<file path="src/rtl/bar_signal_monitor.sv">
// bar_signal_monitor
// Front end for the bar-drawing control FSM. Raw switch levels are
// synchronised and debounced per bit. A frozen snapshot of the debounced
// levels is handed to the drawer together with a level-held redraw request.
// The snapshot only moves when a new request starts, so the drawer never
// sees a level change part-way through a frame.

module bar_signal_monitor #(
   parameter int NUM_BARS        = 3,
   parameter int DEBOUNCE_CYCLES = 500000,
   parameter int CNT_W           = 20
) (
   input  logic                clock,
   input  logic                resetn,
   input  logic [NUM_BARS-1:0] raw_signal,
   input  logic                force_redraw,
   input  logic                draw_ack,
   output logic [NUM_BARS-1:0] bar_signal,
   output logic                draw_req,
   output logic                pending
);

   // Terminal count: a differing level seen on this many consecutive edges
   // is accepted. CNT_W must be wide enough to hold DEBOUNCE_CYCLES-1.
   // Because the counter is cleared on acceptance it never wraps.
   localparam logic [CNT_W-1:0] CNT_TERM = CNT_W'(DEBOUNCE_CYCLES - 1);

   typedef enum logic {
      ST_IDLE = 1'b0,
      ST_REQ  = 1'b1
   } state_t;

   // Synchroniser flops
   logic [NUM_BARS-1:0] sync1_q;
   logic [NUM_BARS-1:0] sync2_q;

   // Debounce state
   logic [NUM_BARS-1:0]            stable_q;
   logic [NUM_BARS-1:0]            stable_d;
   logic [NUM_BARS-1:0][CNT_W-1:0] cnt_q;
   logic [NUM_BARS-1:0][CNT_W-1:0] cnt_d;
   logic [NUM_BARS-1:0]            accept;

   // Request handshake state
   state_t              state_q;
   state_t              state_d;
   logic                pending_q;
   logic                pending_d;
   logic [NUM_BARS-1:0] snap_q;
   logic [NUM_BARS-1:0] snap_d;
   logic                load_snap;
   logic                req_o;
   logic                pend_set;

   // Two-flop synchroniser; only sync2_q is used downstream.
   always_ff @(posedge clock or negedge resetn) begin
      if (!resetn) begin
         sync1_q <= '0;
         sync2_q <= '0;
      end else begin
         sync1_q <= raw_signal;
         sync2_q <= sync1_q;
      end
   end

   // Per-bit debounce: count consecutive edges where the synchronised level
   // differs from the accepted one. Any return to the accepted level restarts
   // the count from zero, so no partial credit survives a bounce.
   always_comb begin
      stable_d = stable_q;
      cnt_d    = cnt_q;
      accept   = '0;
      for (int i = 0; i < NUM_BARS; i++) begin
         if (sync2_q[i] == stable_q[i]) begin
            cnt_d[i] = '0;
         end else if (cnt_q[i] == CNT_TERM) begin
            stable_d[i] = sync2_q[i];
            cnt_d[i]    = '0;
            accept[i]   = 1'b1;
         end else begin
            cnt_d[i] = cnt_q[i] + CNT_W'(1);
         end
      end
   end

   // Debounce registers: accepted levels and per-bit persistence counters.
   always_ff @(posedge clock or negedge resetn) begin
      if (!resetn) begin
         stable_q <= '0;
         cnt_q    <= '0;
      end else begin
         stable_q <= stable_d;
         cnt_q    <= cnt_d;
      end
   end

   // FSM state register.
   always_ff @(posedge clock or negedge resetn) begin
      if (!resetn) begin
         state_q <= ST_IDLE;
      end else begin
         state_q <= state_d;
      end
   end

   // FSM next state: start a request whenever work is pending, and return to
   // idle only on the downstream acknowledge. An ack while idle is ignored.
   always_comb begin
      state_d = state_q;
      case (state_q)
         ST_IDLE: if (pending_q) state_d = ST_REQ;
         ST_REQ:  if (draw_ack)  state_d = ST_IDLE;
         default: state_d = ST_IDLE;
      endcase
   end

   // FSM outputs: request is high for the whole REQ state; the snapshot is
   // loaded on the same edge that leaves IDLE.
   always_comb begin
      req_o     = 1'b0;
      load_snap = 1'b0;
      case (state_q)
         ST_IDLE: load_snap = pending_q;
         ST_REQ:  req_o     = 1'b1;
         default: req_o     = 1'b0;
      endcase
   end

   // Pending flag and snapshot next-state. A new acceptance or force in the
   // same edge that consumes pending wins, so a follow-up request is issued.
   // Several bits accepted together still collapse into one pending flag.
   always_comb begin
      pend_set  = (|accept) | force_redraw;
      pending_d = pend_set | (pending_q & ~load_snap);
      snap_d    = load_snap ? stable_q : snap_q;
   end

   // Pending flag and snapshot registers. Pending comes out of reset set so
   // the first frame after reset is always drawn.
   always_ff @(posedge clock or negedge resetn) begin
      if (!resetn) begin
         pending_q <= 1'b1;
         snap_q    <= '0;
      end else begin
         pending_q <= pending_d;
         snap_q    <= snap_d;
      end
   end

   assign bar_signal = snap_q;
   assign draw_req   = req_o;
   assign pending    = pending_q;

endmodule

</file>
<file path="config.mk">
export PLATFORM = sky130hd
export DESIGN_NAME = bar_signal_monitor
export DESIGN_NICKNAME = d
export VERILOG_FILES = /design/src/rtl/bar_signal_monitor.sv
export SDC_FILE = /design/constraint.sdc
export NUM_CORES = 1
export LEC_CHECK = 0
export ABC_AREA = 1
export CAP_MARGIN = 40
export CORE_ASPECT_RATIO = 1.1
export CORE_UTILIZATION = 25
export CTS_CLUSTER_SIZE = 30
export DETAILED_ROUTE_END_ITERATION = 6
export GPL_ROUTABILITY_DRIVEN = 0
export GPL_TIMING_DRIVEN = 0
export PLACE_DENSITY = 0.51
export SLEW_MARGIN = 10
export SYNTH_ARGS = -nofsm -noshare
export SYNTH_HDL_FRONTEND = slang
export SYNTH_SLANG_ARGS = --single-unit
</file>
<file path="constraint.sdc">
create_clock -name clock -period 1.2 [get_ports clock]
set_input_delay 0.24 -clock clock [delete_from_list [all_inputs] [get_ports clock]]
set_output_delay 0.24 -clock clock [all_outputs]
set_load 0.01 [all_outputs]
</file>
Yosys cells after proc, flatten, opt, wreduce, memory -nomap -nowiden
Index checks and enable logic that the tools add are counted.
{"block": "classes", "addsub": 3, "n_eq_ne": 6, "muxes": 17, "bitwise": 8, "n_reduce_logical": 4}
{"op": "$mux 20", "count": 6}
{"op": "$add 20x1->20 const B", "count": 3}
{"op": "$eq 20x19->1 const B", "count": 3}
{"op": "$mux 1", "count": 10}
{"op": "$reduce_and 2->1", "count": 3}
{"op": "$not 1->1", "count": 5}
{"op": "$eq 1x1->1", "count": 3}
{"op": "$reduce_or 3->1", "count": 1}
{"op": "$or 1x1->1", "count": 2}
{"op": "$pmux 1 s2", "count": 1}
{"op": "$and 1x1->1", "count": 1}
{"block": "word_totals", "register_bits": 74, "inputBits": 7, "output_inout_bits": 5, "wordCells": 49}

Longest topological paths before layout
{"block": "logic_depth", "depth_word": 6, "ltp_mapped": 9, "mapped_depth_nobuf": 9}

Least setup slack after synthesis
OpenSTA, ideal clock, no wires.
{"block": "synth_path", "kind": "reg-to-reg", "startpoint": "register cnt_q[0] in the netlist's numbering", "endpoint": "register cnt_q[18] in the netlist's numbering", "setup_time_ns": 0.123, "arrival_time_ns": 1.130, "t_required_ns": 1.077, "path_slack_ns": -0.052, "path_stages_with_launch": 9, "n_path_buf": 0, "synth_period_minus_slack_ns": 1.252, "path_cell_list": "dfrtp_1 ha_1 nand2_1 nor2_2 nand2_2 nor2_2 nand3_1 nand2_1 nor2_1"}
{"element": "start, declared", "line_no": "40", "source": "logic [NUM_BARS-1:0][CNT_W-1:0] cnt_q;"}
{"element": "start signal, assigned", "line_no": "93", "source": "cnt_q <= cnt_d;"}

==> impl_metrics.tcl <==
set metrics [dict create \
    outcome "finished, violations left" \
    violations "setup timing" \
    antenna_found_initial 0 \
    grt_usage 0.134 \
    cts_buffer_depth 2 \
    crit_path_start "cnt_q[20]" \
    drive_gt1_frac 0.410 \
    port_buffers 11 \
    cts_made_buffers 9 \
    crit_arrival_ns 1.61 \
    max-vdd-ir-drop_v 0.000737 \
    drc 0 \
    grt_overflow 0 \
    hp-class "input port to flop" \
    place_inst 772 \
    startpoint_type "flop" \
    grt_pass1_vias 3819 \
    rsz0062_at_grt "true" \
    fin_skew_ns 0.00793 \
    cp_max_fo 7 \
    postSynthCellCount 560 \
    required_ns 1.43 \
    synth.ff_latch_count 74 \
    cts.sinks 74 \
    met3_length_um 311 \
    setup_viol 54 \
    ant_nets 0 \
    wl_met1_um 4650 \
    path_clk_slew_ns 0.06 \
    worst_r2r_startpoint "cnt_q[20]" \
    grt_pass1_wl_um 17400 \
    clock.fmax_mhz 725 \
    fin_nets 664 \
    antenna_cells 0 \
    clockRootBuffer "clkbuf_16" \
    period_share 1.15 \
    routed.top_layer "met4" \
    final_cells 859 \
    ys_types 29 \
    placementRows 48 \
    start_util 0.259 \
    dpl.hpwl_um 6890 \
    die_height_um 136 \
    drt_iter0_drc 167 \
    cp-endpoint "cnt_q[38]" \
    core_area_um2 15900 \
    yosys_warnings 0 \
    die_width_um 124 \
    io_pins 12 \
    synth_area_per_cell_um2 7.32 \
    p_leak_nw 2.63 \
    area_growth_pct 50.4 \
    syn_area_um2 4100 \
    clkLatencyLatePin_ns 0.35 \
    htree_levels 3 \
    reg2reg_slack_ns -0.18 \
    powerDensity_nw_per_um2 1020 \
    viasPerCell 4.48 \
    ys_seq_area_frac 0.452 \
    worst_hold_slack_ns 0.329 \
    dr_wl_met2_um 5720 \
    maxCapViolCount 0 \
    timing.final.ws_setup_ns -0.179 \
    final_common_cell "nand2_1" \
    slew_viol_final 0 \
    grt_max_degree 54 \
    max_slew_margin 0.779 \
    wirelength_um 11000 \
    final_cell_mix "nand2_1, nor2_1, buf_4, inv_1, dfrtp_1" \
    reg2regPathDepth 7 \
    syn-num-nets 570 \
    worstMarginPinSlew_ns 0.329 \
    cts_tree "yes" \
    wl_per_cell_um 12.8 \
    firstDrtPassIters 4 \
    endpoint_kind "flop" \
    hold_viol_final 0 \
    die_area_um2 16900 \
    min_period_ns 1.38 \
    crit_type "flop to flop" \
    via_count 3847 \
    r2r-end "cnt_q[38]" \
]
[cells by family after synthesis]
| kind of cell | share of synthesized area |
|---|---|
| compound gates | 0.0269 |
| xor+xnor | 0.0571 |
| simple gates | 0.380 |
| flops | 0.452 |
| mux | 0.00549 |
| buf+inv | 0.0690 |
| fa+ha+maj | 0.00916 |
[cell usage after synthesis, drive strengths merged]
| library cell | number | share of area |
|---|---|---|
| nor2 | 152 | 0.15 |
| nand2 | 137 | 0.13 |
| dfrtp | 73 | 0.45 |
| inv | 73 | 0.067 |
| nand3 | 52 | 0.067 |
| xor2 | 16 | 0.038 |
| o21ai | 10 | 0.012 |
| a21oi | 9 | 0.011 |
| nor3 | 9 | 0.011 |
| xnor2 | 9 | 0.019 |
| nand4 | 4 | 0.0061 |
| nor3b | 4 | 0.0098 |
| ha | 3 | 0.0092 |
| mux2 | 2 | 0.0055 |
| a21o | 1 | 0.0018 |
| and2 | 1 | 0.0015 |
| buf | 1 | 0.0012 |
| clkbuf | 1 | 0.00091 |
| dfstp | 1 | 0.0064 |
| nand3b | 1 | 0.0018 |
| o21bai | 1 | 0.0018 |
[worst max-delay path, stage by stage, from the launching register on]
cell and delay (ns):
dfrtp_2 0.42, ha_4 0.17, buf_6 0.11, nand3_4 0.09
nor2_4 0.15, nand3_4 0.12, nand2_8 0.14, nor2_1 0.06
[area by class of cell]
type | instances | area (um^2)
buffer | 2 | 18.8
clock buffer | 10 | 239
clock inverter | 6 | 114
fill | 1566 | 9690
inverter | 73 | 289
multi-input combinational | 411 | 2680
sequential | 74 | 1880
tap | 200 | 250
timing repair buffer | 82 | 694
timing repair inverter | 1 | 5.00
[routing by layer]
layer / up-vias / GRT usage
met4: 0 / 0.0780
met1: 1832 / 0.158
li1: 1917 / -
met2: 71 / 0.224
met5: - / 0
met3: 27 / 0.0260
[worst min path at each step]
| stage | from | end | slack [ns] | cells after the start |
|---|---|---|---|---|
| final | raw_signal[2] | sync1_q[2] | 0.33 | 1 |
| after CTS | raw_signal[2] | sync1_q[2] | 0.32 | 1 |
| after floorplan | resetn | bar_signal[0] | -0.06 | 0 |
| after global placement | sync1_q[2] | sync2_q[2] | 0.33 | 0 |
| after global routing | raw_signal[2] | sync1_q[2] | 0.33 | 1 |
| after detailed placement | resetn | cnt_q[54] | 0.16 | 1 |
[report_power, final]
| group | total, mW | internal (mW) | switching, mW |
|---|---|---|---|
| clock network | 3.17 | 2.09 | 1.08 |
| registers | 2.63 | 2.57 | 0.0615 |
| logic | 0.488 | 0.212 | 0.277 |
| total | 6.29 | 4.87 | 1.42 |
[state kept, by name, indices dropped and copies added, names as in the netlist]
register	count
state_q	1
pending	1
cnt_q	60
stable_q	3
sync2_q	3
sync1_q	3
bar_signal	3
[metrics by stage]
| stage | setup slack, ns | instance area [um^2] | TNS, ns | power, mW | util |
|---|---|---|---|---|---|
| final | -0.179 | 6170 | -6.06 | 6.29 | 0.389 |
| after global routing | -0.273 | 6170 | -10.53 | 6.55 | 0.389 |
| after CTS | -0.181 | 5510 | -4.29 | 6.25 | 0.347 |
| after detailed placement | -0.293 | 4530 | -10.18 | 3.00 | 0.286 |
| after global placement | -2.78 | 4510 | -213.55 | 2.98 | 0.284 |
| after floorplan | -0.0193 | 4150 | -0.109 | 2.80 | - |
[what timing repair did]
action | in CTS | in global routing
buffers inserted | 35 | 35
setup endpoints to repair | 67 | 67
gates resized for setup | 111 | 123
hold buffers | 1 | 0
pin swaps | 48 | 58
cloned | 0 | 1
endpoints found under the hold margin | 21 | 0
No activity file was read; power rests on OpenSTA's default activity.
